**src/rtl/cpu_pkg.sv**
```systemverilog
// Shared definitions for the control unit: opcodes, jump-condition codes,
// FSM state encoding and the packed control word driven to the datapath.
package cpu_pkg;

  // Instruction opcode field [15:12]; every encoding is named so decode is total.
  typedef enum logic [3:0] {
    OP_NOP    = 4'h0,
    OP_ALU_RR = 4'h1,
    OP_ALU_RI = 4'h2,
    OP_LDI    = 4'h3,
    OP_LOAD   = 4'h4,
    OP_STORE  = 4'h5,
    OP_JMP    = 4'h6,
    OP_HALT   = 4'h7,
    OP_CALL   = 4'h8,
    OP_PUSH   = 4'h9,
    OP_RTI    = 4'hA,
    OP_POP    = 4'hB,
    OP_RSV_C  = 4'hC,
    OP_RSV_D  = 4'hD,
    OP_RSV_E  = 4'hE,
    OP_RSV_F  = 4'hF
  } opcode_e;

  // Jump condition codes carried in the func field; 5..F never jump.
  localparam logic [3:0] JC_ALWAYS = 4'h0;
  localparam logic [3:0] JC_Z      = 4'h1;
  localparam logic [3:0] JC_NZ     = 4'h2;
  localparam logic [3:0] JC_N      = 4'h3;
  localparam logic [3:0] JC_NN     = 4'h4;

  typedef enum logic [2:0] {
    ST_FETCH0    = 3'd0,
    ST_FETCH1    = 3'd1,
    ST_EXEC      = 3'd2,
    ST_LOAD_ADDR = 3'd3,
    ST_LOAD_WB   = 3'd4,
    ST_IRQ       = 3'd5,
    ST_HALT      = 3'd6
  } state_e;

  // Control word; mem_write_next_pc is not listed because it is tied low.
  typedef struct packed {
    logic reg_write;
    logic mem_to_reg;
    logic fetch_instruction;
    logic alu_override_imm8;
    logic alu_override_imm4;
    logic alu_set_flags;
    logic set_pc;
    logic pc_from_register;
    logic pc_from_irq;
    logic mem_write;
    logic mem_write_is_stack;
    logic mem_write_this_pc;
    logic set_sp;
    logic increase_sp;
    logic reset_irq;
    logic halted;
  } ctrl_t;

  // Opcode field of an instruction word.
  function automatic opcode_e opcode_of(input logic [3:0] op_field);
    return opcode_e'(op_field);
  endfunction

endpackage

```
**src/rtl/control_unit_if.sv**
```systemverilog
// Control-unit <-> datapath bundle. The control unit is the master: it
// consumes the latched instruction, flags and irq, and drives the strobes.
interface control_unit_if;
  logic [15:0] current_instruction;
  logic        Z_in;
  logic        N_in;
  logic        irq;

  logic        reg_write;
  logic        mem_to_reg;
  logic        fetch_instruction;
  logic        alu_override_imm8;
  logic        alu_override_imm4;
  logic        alu_set_flags;
  logic        set_pc;
  logic        pc_from_register;
  logic        pc_from_irq;
  logic        mem_write;
  logic        mem_write_is_stack;
  logic        mem_write_next_pc;
  logic        mem_write_this_pc;
  logic        set_sp;
  logic        increase_sp;
  logic        reset_irq;
  logic        halted;

  modport master (
    input  current_instruction, Z_in, N_in, irq,
    output reg_write, mem_to_reg, fetch_instruction, alu_override_imm8,
           alu_override_imm4, alu_set_flags, set_pc, pc_from_register,
           pc_from_irq, mem_write, mem_write_is_stack, mem_write_next_pc,
           mem_write_this_pc, set_sp, increase_sp, reset_irq, halted
  );

  modport slave (
    output current_instruction, Z_in, N_in, irq,
    input  reg_write, mem_to_reg, fetch_instruction, alu_override_imm8,
           alu_override_imm4, alu_set_flags, set_pc, pc_from_register,
           pc_from_irq, mem_write, mem_write_is_stack, mem_write_next_pc,
           mem_write_this_pc, set_sp, increase_sp, reset_irq, halted
  );
endinterface

```
**src/rtl/jump_cond.sv**
```systemverilog
// Evaluates the conditional-jump predicate from the func field and SR flags.
module jump_cond
  import cpu_pkg::*;
(
  input  logic [3:0] func_i,
  input  logic       z_i,
  input  logic       n_i,
  output logic       taken_o
);

  // Condition decode; unassigned codes never jump.
  always_comb begin
    taken_o = 1'b0;
    case (func_i)
      JC_ALWAYS: taken_o = 1'b1;
      JC_Z:      taken_o = z_i;
      JC_NZ:     taken_o = ~z_i;
      JC_N:      taken_o = n_i;
      JC_NN:     taken_o = ~n_i;
      default:   taken_o = 1'b0;
    endcase
  end

endmodule

```
**src/rtl/control_unit.sv**
```systemverilog
// Multi-cycle CPU control unit: two-cycle fetch, single EXEC cycle, extra
// memory phases for LOAD/POP, a one-cycle interrupt entry and a HALT sink.
module control_unit
  import cpu_pkg::*;
(
  input  logic          clock,
  input  logic          reset,
  control_unit_if.master cu_if
);

  state_e  state_q, state_d;
  logic    in_isr_q, in_isr_d;
  ctrl_t   ctrl;
  logic    jmp_taken;
  opcode_e opcode;

  assign opcode = opcode_of(cu_if.current_instruction[15:12]);

  jump_cond u_jump_cond (
    .func_i  (cu_if.current_instruction[3:0]),
    .z_i     (cu_if.Z_in),
    .n_i     (cu_if.N_in),
    .taken_o (jmp_taken)
  );

  // State and ISR flag registers; reset abandons any instruction in flight.
  always_ff @(posedge clock) begin
    if (!reset) begin
      state_q  <= ST_FETCH0;
      in_isr_q <= 1'b0;
    end else begin
      state_q  <= state_d;
      in_isr_q <= in_isr_d;
    end
  end

  // Next-state and control decode; all strobes forced low while in reset.
  always_comb begin
    state_d  = state_q;
    in_isr_d = in_isr_q;
    ctrl     = '0;

    case (state_q)
      ST_FETCH0: begin
        // Interrupt entry is taken only at an instruction boundary and
        // not nested; the fetch is skipped entirely in that case.
        if (cu_if.irq && !in_isr_q && reset) begin
          state_d = ST_IRQ;
        end else begin
          ctrl.fetch_instruction = 1'b1;
          state_d                = ST_FETCH1;
        end
      end

      ST_FETCH1: begin
        // Read data valid this cycle: latch instruction and step PC.
        ctrl.fetch_instruction = 1'b1;
        ctrl.set_pc            = 1'b1;
        state_d                = ST_EXEC;
      end

      ST_EXEC: begin
        state_d = ST_FETCH0;
        case (opcode)
          OP_ALU_RR: begin
            ctrl.reg_write     = 1'b1;
            ctrl.alu_set_flags = 1'b1;
          end
          OP_ALU_RI: begin
            ctrl.reg_write         = 1'b1;
            ctrl.alu_set_flags     = 1'b1;
            ctrl.alu_override_imm4 = 1'b1;
          end
          OP_LDI: begin
            ctrl.reg_write         = 1'b1;
            ctrl.alu_override_imm8 = 1'b1;
          end
          OP_LOAD: begin
            // Address presented this cycle; data written back next cycle.
            state_d = ST_LOAD_WB;
          end
          OP_STORE: begin
            ctrl.mem_write = 1'b1;
          end
          OP_JMP: begin
            ctrl.set_pc           = jmp_taken;
            ctrl.pc_from_register = jmp_taken;
          end
          OP_HALT: begin
            state_d = ST_HALT;
          end
          OP_CALL: begin
            ctrl.mem_write          = 1'b1;
            ctrl.mem_write_is_stack = 1'b1;
            ctrl.mem_write_this_pc  = 1'b1;
            ctrl.set_sp             = 1'b1;
            ctrl.set_pc             = 1'b1;
            ctrl.pc_from_register   = 1'b1;
          end
          OP_PUSH: begin
            ctrl.mem_write          = 1'b1;
            ctrl.mem_write_is_stack = 1'b1;
            ctrl.set_sp             = 1'b1;
          end
          OP_RTI: begin
            ctrl.set_pc           = 1'b1;
            ctrl.pc_from_register = 1'b1;
            in_isr_d              = 1'b0;
          end
          OP_POP: begin
            // SP is pre-incremented, then the read goes through LOAD_ADDR
            // with r2 encoded as SP (r13).
            ctrl.set_sp      = 1'b1;
            ctrl.increase_sp = 1'b1;
            state_d          = ST_LOAD_ADDR;
          end
          default: ;  // NOP and reserved opcodes
        endcase
      end

      ST_LOAD_ADDR: begin
        state_d = ST_LOAD_WB;
      end

      ST_LOAD_WB: begin
        ctrl.reg_write  = 1'b1;
        ctrl.mem_to_reg = 1'b1;
        state_d         = ST_FETCH0;
      end

      ST_IRQ: begin
        // Push current PC and jump through the vector held in r12.
        ctrl.mem_write          = 1'b1;
        ctrl.mem_write_is_stack = 1'b1;
        ctrl.mem_write_this_pc  = 1'b1;
        ctrl.set_sp             = 1'b1;
        ctrl.pc_from_irq        = 1'b1;
        ctrl.pc_from_register   = 1'b1;
        ctrl.set_pc             = 1'b1;
        ctrl.reset_irq          = 1'b1;
        in_isr_d                = 1'b1;
        state_d                 = ST_FETCH0;
      end

      ST_HALT: begin
        ctrl.halted = 1'b1;
      end

      default: begin
        state_d = ST_FETCH0;
      end
    endcase

    if (!reset) begin
      ctrl = '0;
    end
  end

  assign cu_if.reg_write          = ctrl.reg_write;
  assign cu_if.mem_to_reg         = ctrl.mem_to_reg;
  assign cu_if.fetch_instruction  = ctrl.fetch_instruction;
  assign cu_if.alu_override_imm8  = ctrl.alu_override_imm8;
  assign cu_if.alu_override_imm4  = ctrl.alu_override_imm4;
  assign cu_if.alu_set_flags      = ctrl.alu_set_flags;
  assign cu_if.set_pc             = ctrl.set_pc;
  assign cu_if.pc_from_register   = ctrl.pc_from_register;
  assign cu_if.pc_from_irq        = ctrl.pc_from_irq;
  assign cu_if.mem_write          = ctrl.mem_write;
  assign cu_if.mem_write_is_stack = ctrl.mem_write_is_stack;
  assign cu_if.mem_write_next_pc  = 1'b0;
  assign cu_if.mem_write_this_pc  = ctrl.mem_write_this_pc;
  assign cu_if.set_sp             = ctrl.set_sp;
  assign cu_if.increase_sp        = ctrl.increase_sp;
  assign cu_if.reset_irq          = ctrl.reset_irq;
  assign cu_if.halted             = ctrl.halted;

endmodule

```
**src/flat_wrapper.sv**
```systemverilog
// flat-port wrapper written by rule: the top's interface ports become plain ports
module control_unit_flat import cpu_pkg::*;
  (clock, reset, cu_if_current_instruction, cu_if_Z_in, cu_if_N_in, cu_if_irq, cu_if_reg_write, cu_if_mem_to_reg, cu_if_fetch_instruction, cu_if_alu_override_imm8, cu_if_alu_override_imm4, cu_if_alu_set_flags, cu_if_set_pc, cu_if_pc_from_register, cu_if_pc_from_irq, cu_if_mem_write, cu_if_mem_write_is_stack, cu_if_mem_write_next_pc, cu_if_mem_write_this_pc, cu_if_set_sp, cu_if_increase_sp, cu_if_reset_irq, cu_if_halted);
  control_unit_if cu_if_i ();
  input  logic clock;
  input  logic reset;
  input wire logic [$bits(cu_if_i.current_instruction)-1:0] cu_if_current_instruction;
  input wire logic [$bits(cu_if_i.Z_in)-1:0] cu_if_Z_in;
  input wire logic [$bits(cu_if_i.N_in)-1:0] cu_if_N_in;
  input wire logic [$bits(cu_if_i.irq)-1:0] cu_if_irq;
  output wire logic [$bits(cu_if_i.reg_write)-1:0] cu_if_reg_write;
  output wire logic [$bits(cu_if_i.mem_to_reg)-1:0] cu_if_mem_to_reg;
  output wire logic [$bits(cu_if_i.fetch_instruction)-1:0] cu_if_fetch_instruction;
  output wire logic [$bits(cu_if_i.alu_override_imm8)-1:0] cu_if_alu_override_imm8;
  output wire logic [$bits(cu_if_i.alu_override_imm4)-1:0] cu_if_alu_override_imm4;
  output wire logic [$bits(cu_if_i.alu_set_flags)-1:0] cu_if_alu_set_flags;
  output wire logic [$bits(cu_if_i.set_pc)-1:0] cu_if_set_pc;
  output wire logic [$bits(cu_if_i.pc_from_register)-1:0] cu_if_pc_from_register;
  output wire logic [$bits(cu_if_i.pc_from_irq)-1:0] cu_if_pc_from_irq;
  output wire logic [$bits(cu_if_i.mem_write)-1:0] cu_if_mem_write;
  output wire logic [$bits(cu_if_i.mem_write_is_stack)-1:0] cu_if_mem_write_is_stack;
  output wire logic [$bits(cu_if_i.mem_write_next_pc)-1:0] cu_if_mem_write_next_pc;
  output wire logic [$bits(cu_if_i.mem_write_this_pc)-1:0] cu_if_mem_write_this_pc;
  output wire logic [$bits(cu_if_i.set_sp)-1:0] cu_if_set_sp;
  output wire logic [$bits(cu_if_i.increase_sp)-1:0] cu_if_increase_sp;
  output wire logic [$bits(cu_if_i.reset_irq)-1:0] cu_if_reset_irq;
  output wire logic [$bits(cu_if_i.halted)-1:0] cu_if_halted;
  assign cu_if_i.current_instruction = cu_if_current_instruction;
  assign cu_if_i.Z_in = cu_if_Z_in;
  assign cu_if_i.N_in = cu_if_N_in;
  assign cu_if_i.irq = cu_if_irq;
  assign cu_if_reg_write = cu_if_i.reg_write;
  assign cu_if_mem_to_reg = cu_if_i.mem_to_reg;
  assign cu_if_fetch_instruction = cu_if_i.fetch_instruction;
  assign cu_if_alu_override_imm8 = cu_if_i.alu_override_imm8;
  assign cu_if_alu_override_imm4 = cu_if_i.alu_override_imm4;
  assign cu_if_alu_set_flags = cu_if_i.alu_set_flags;
  assign cu_if_set_pc = cu_if_i.set_pc;
  assign cu_if_pc_from_register = cu_if_i.pc_from_register;
  assign cu_if_pc_from_irq = cu_if_i.pc_from_irq;
  assign cu_if_mem_write = cu_if_i.mem_write;
  assign cu_if_mem_write_is_stack = cu_if_i.mem_write_is_stack;
  assign cu_if_mem_write_next_pc = cu_if_i.mem_write_next_pc;
  assign cu_if_mem_write_this_pc = cu_if_i.mem_write_this_pc;
  assign cu_if_set_sp = cu_if_i.set_sp;
  assign cu_if_increase_sp = cu_if_i.increase_sp;
  assign cu_if_reset_irq = cu_if_i.reset_irq;
  assign cu_if_halted = cu_if_i.halted;
  control_unit u_core (.clock(clock), .reset(reset), .cu_if(cu_if_i));
endmodule
```
**config.mk**
```make
export PLATFORM = sky130hd
export DESIGN_NAME = control_unit_flat
export DESIGN_NICKNAME = d
export VERILOG_FILES = /design/src/rtl/cpu_pkg.sv /design/src/rtl/control_unit_if.sv /design/src/rtl/jump_cond.sv /design/src/rtl/control_unit.sv /design/src/flat_wrapper.sv
export SDC_FILE = /design/constraint.sdc
export NUM_CORES = 1
export LEC_CHECK = 0
export ABC_AREA = 1
export CAP_MARGIN = 20
export CORE_UTILIZATION = 33
export CTS_BUF_LIST = sky130_fd_sc_hd__clkbuf_16
export CTS_CLUSTER_SIZE = 30
export DETAILED_ROUTE_END_ITERATION = 7
export PLACE_DENSITY_LB_ADDON = 0.05
export SLEW_MARGIN = 30
export SYNTH_ARGS = -nofsm -noshare
export SYNTH_HDL_FRONTEND = slang
export SYNTH_SLANG_ARGS = --single-unit
```
**constraint.sdc**
```tcl
create_clock -name clock -period 1.4 [get_ports clock]
set_clock_uncertainty 0.2 [all_clocks]
set_input_delay 0.14 -clock clock [delete_from_list [all_inputs] [get_ports clock]]
set_output_delay 0.14 -clock clock [all_outputs]
set_load 0.1 [all_outputs]
```
==> impl_metrics.ini, run 1 <==
[synthesis]
yosys_warnings = 0
syn_area_um2 = 505
syn_inst = 89
ys_seq_elements = 4
synth.net_count = 110
synth.distinct_cells = 22
ys_seq_area_frac = 0.158
syn_avg_cell_area_um2 = 5.68

[place]
dp_cells = 152
pre_cts_ws_ps = -451
place.gp.congestion = 0.808
io_buffer_count = 28
place_hpwl_um = 1550

[clock_network]
hold_buffers = 0
cts_made_buffers = 3
cts_resized = 36
cts.path.max_buffers = 2
cts_root_buf = clkbuf_16
post_cts_buffers = 11
htree_levels = 1
cts_sinks = 4

[run_status]
failed_stage = clock tree synthesis
tool.error = [ERROR DPL-0038] Utilization greater than 100%, impossible to legalize
status = did not finish

[die]
io_pins = 38
start_util = 0.370
die_h_um = 41.1
chipWidth_um = 41.1
rows = 13
stage by stage:
stage	setup TNS [ps]	area, um^2	utilization
detailed placement	-5900	1210	0.887
global placement	-5340	1210	0.887
floorplan	-6840	603	-
cell usage after synthesis:
| cell type | count | area, um^2 |
|---|---|---|
| nor2_1 | 8 | 30.0 |
| nand3_2 | 2 | 20.0 |
| inv_1 | 9 | 33.8 |
| nand3b_1 | 1 | 7.51 |
| a22oi_2 | 1 | 12.5 |
| o22ai_1 | 1 | 6.26 |
| a21oi_2 | 1 | 8.76 |
| nor2_2 | 1 | 6.26 |
| nand2_1 | 23 | 86.3 |
| a21oi_1 | 2 | 10.0 |
| nor3_1 | 3 | 15.0 |
| nor2_4 | 3 | 33.8 |
| o21a_1 | 1 | 7.51 |
| buf_4 | 2 | 15.0 |
| o21ai_0 | 3 | 15.0 |
| conb_1 | 1 | 3.75 |
| inv_2 | 7 | 26.3 |
| o211ai_1 | 1 | 7.51 |
| dfxtp_1 | 4 | 80.1 |
| nand4_1 | 1 | 6.26 |
| nand3_1 | 11 | 55.1 |
| nand2_2 | 3 | 18.8 |
cell families after synthesis:
group / synth area share
compound gates: 0.134
buf+inv: 0.149
flops: 0.158
other cells: 0.00742
simple gates: 0.552
==> run 2, diff against run 1 <==
--- a/config.mk
+++ b/config.mk
@@ -7,11 +7,10 @@
 export LEC_CHECK = 0
 export ABC_AREA = 1
 export CAP_MARGIN = 20
-export CORE_UTILIZATION = 33
-export CTS_BUF_LIST = sky130_fd_sc_hd__clkbuf_16
-export CTS_CLUSTER_SIZE = 30
+export CORE_AREA = 2 2 63 65
 export DETAILED_ROUTE_END_ITERATION = 7
-export PLACE_DENSITY_LB_ADDON = 0.05
+export DIE_AREA = 0 0 65 67
+export PLACE_DENSITY_LB_ADDON = 0.15
 export SLEW_MARGIN = 30
 export SYNTH_ARGS = -nofsm -noshare
 export SYNTH_HDL_FRONTEND = slang
==> run 2 against run 1 <==
  * The flow now finishes, with violations (setup timing)
  * Synthesized cell count is the same
  * Area after synthesis did not move
==> impl_metrics.ini, run 2 <==
[finish]
stdcell_area_um2 = 1510
top_register = u_core.state_q
nNetsFinal = 176
final_cell_mix = buf_4 (27), buf_12 (17), nand2_1 (15)
layout_commonest_cell = buf_4
syn2layout_area_growth_pct = 200
largest_reg_flops = 3
fill_cells = 371
antennaDiodeCount = 0
layout-drive-gt1-share = 0.647
top_regs = u_core.state_q (3), u_core.in_isr_q (1)
final_core_util = 0.420

[synthesis]
synth.distinct_cells = 22
syn_area_um2 = 505
synth.net_count = 110
ys_top_cells_by_area = nand2_1 (17%), dfxtp_1 (16%), nand3_1 (11%)
syn_avg_cell_area_um2 = 5.68
synthFlopType = dfxtp_1
yosysTopAreaCell = nand2_1
ys_seq_elements = 4
synth_edf_count = 0
synthArstFlopShare = 0
ys_seq_area_frac = 0.158
yosys_warnings = 0
post-synth-top-count-cell = nand2_1
netlist.area_leader.share = 0.171
synthTopCellsByCount = nand2_1 (23), nand3_1 (11), inv_1 (9)
syn_inst = 89

[worst_hold_path]
hold_path.class = reg2reg

[worst_setup_path]
cp_max_fo = 5
end_kind = primary output
worst_setup_path_start_kind = flip-flop
cp_data_required_time_ps = 1060
cpMostUsedCell = nor2_4
crit_chain = inv_2, nand3_4, nor2_4, o211ai_1, nor2_4, buf_12
slowest_delay_ps = 310
crit_arrival_ps = 1420
slowest_stage = dfxtp_2
critPathTopFamily = simple AND/OR/NAND/NOR gates
cp_num_buf_inv = 2
path_class = reg2out

[route]
wl_per_cell_um = 10.2
vias_per_cell = 3.87
route.detailed.drc = 0
dr.pass1.iters = 4
ant_nets = 0
vias = 778
first_iter_violations = 39
wirelength_um = 2060

[sta]
worst_pin_slew_ps = 503
setup_tns_ps = -4760
min_period_ps = 1760
relSlewSlack = 0.663
fin_crit_sh = 1.26
rsz0062_at_grt = true
maxSlewViolCount = 0
hold_ws_ps = 266
fmax_ghz = 0.568
hold_violations = 0
setup_viol = 16
setup_ws_ps = -361

[clock_network]
tritoncts = yes
hold_buffers = 0
clk_pin_slew_worst_paths_ps = 30
cts.path.max_buffers = 2
cts_sinks = 4
cts_made_buffers = 3
clk_latency_ps = 220
cts_root_buf = clkbuf_8
htree_levels = 1

[power]
pwr_density_cell_nw_per_um2 = 623
p_total_mw = 0.943
p_leak_nw = 0.699
irDropWorstVdd_v = 0.000197

[global_routing]
overflow = 0
antenna_found_initial = 0
grt_pass1_vias = 810
grt_pass1_wl_um = 3430
grt_max_degree = 10
track_usage = 0.100

[die]
rows = 22
die_area_um2 = 4360
chipWidth_um = 65
start_util = 0.140
core_um2 = 3610
io_pins = 38
die_h_um = 67

[run_status]
status = complete, but fails checks
violations = setup timing

[job]
maxCapViolCount = 0

[place]
io_buffer_count = 28
place.gp.congestion = 0.724
place_hpwl_um = 1570
place_area_um2 = 1260
-- run 2: cell counts after synthesis --
No cell type changed its count.
-- run 2: cell type report --
| class | count | area, um^2 | area share |
|---|---|---|---|
| sequential | 4 | 83.8 | 0.0554 |
| clock buffer | 3 | 41.3 | 0.0273 |
| multi-input combinational | 67 | 534 | 0.353 |
| inverter | 16 | 65.1 | 0.0430 |
| timing repair buffer | 63 | 729 | 0.482 |
| tap | 48 | 60.1 | 0.0397 |
-- run 2: per-layer routing --
layer  GRT usage  up-vias  share of wire
met5           0        -              0
met4      0.0399        0              0
met3      0.0203        0          0.042
met2       0.186       15           0.54
met1       0.111      348           0.42
li1            -      415              -
-- run 2: metrics by stage --
step / instances / worst slack (ps)
2_1_floorplan: 89 / -991
3_3_place_gp: 186 / -442
3_5_place_dp: 186 / -441
4_1_cts: 195 / -388
5_1_grt: 201 / -434
6_report: 201 / -361
-- run 2: path summary, 6_finish.rpt --
check / start / depth (start not counted) / end / slack (ps)
max: u_core.state_q[2] / 6 / cu_if_alu_set_flags / -360
min reg2reg: u_core.in_isr_q / 2 / u_core.in_isr_q / 270
min: u_core.in_isr_q / 2 / u_core.in_isr_q / 270
max reg2reg: u_core.state_q[1] / 6 / u_core.state_q[2] / 20
-- run 2: logic make-up (layout without fill, tap and decap cells) --
kind of cell	Yosys count	count (layout)	share of synthesized area
simple gates	56	56	0.552
buf+inv	18	82	0.149
compound gates	10	10	0.134
flops	4	4	0.158
other cells	1	1	0.00742
-- run 2: timing repair --
| item | CTS | global route |
|---|---|---|
| pin swaps | 11 | 9 |
| setup buffers | 6 | 7 |
| setup endpoints to repair | 19 | 18 |
| gates resized for setup | 35 | 7 |
-- run 2: worst min-delay path, delay by kind of cell, from the launching register on --
kind               cells  cell delay (ps)
DFF                    1              300
AOI/OAI and AO/OA      2              120
-- run 2: where the power goes --
| part | internal, mW | switching (mW) | total [mW] |
|---|---|---|---|
| sequential | 0.129 | 0.00940 | 0.138 |
| combinational | 0.238 | 0.326 | 0.564 |
| clock | 0.183 | 0.0573 | 0.240 |
Power figures use the tool's default switching activity.
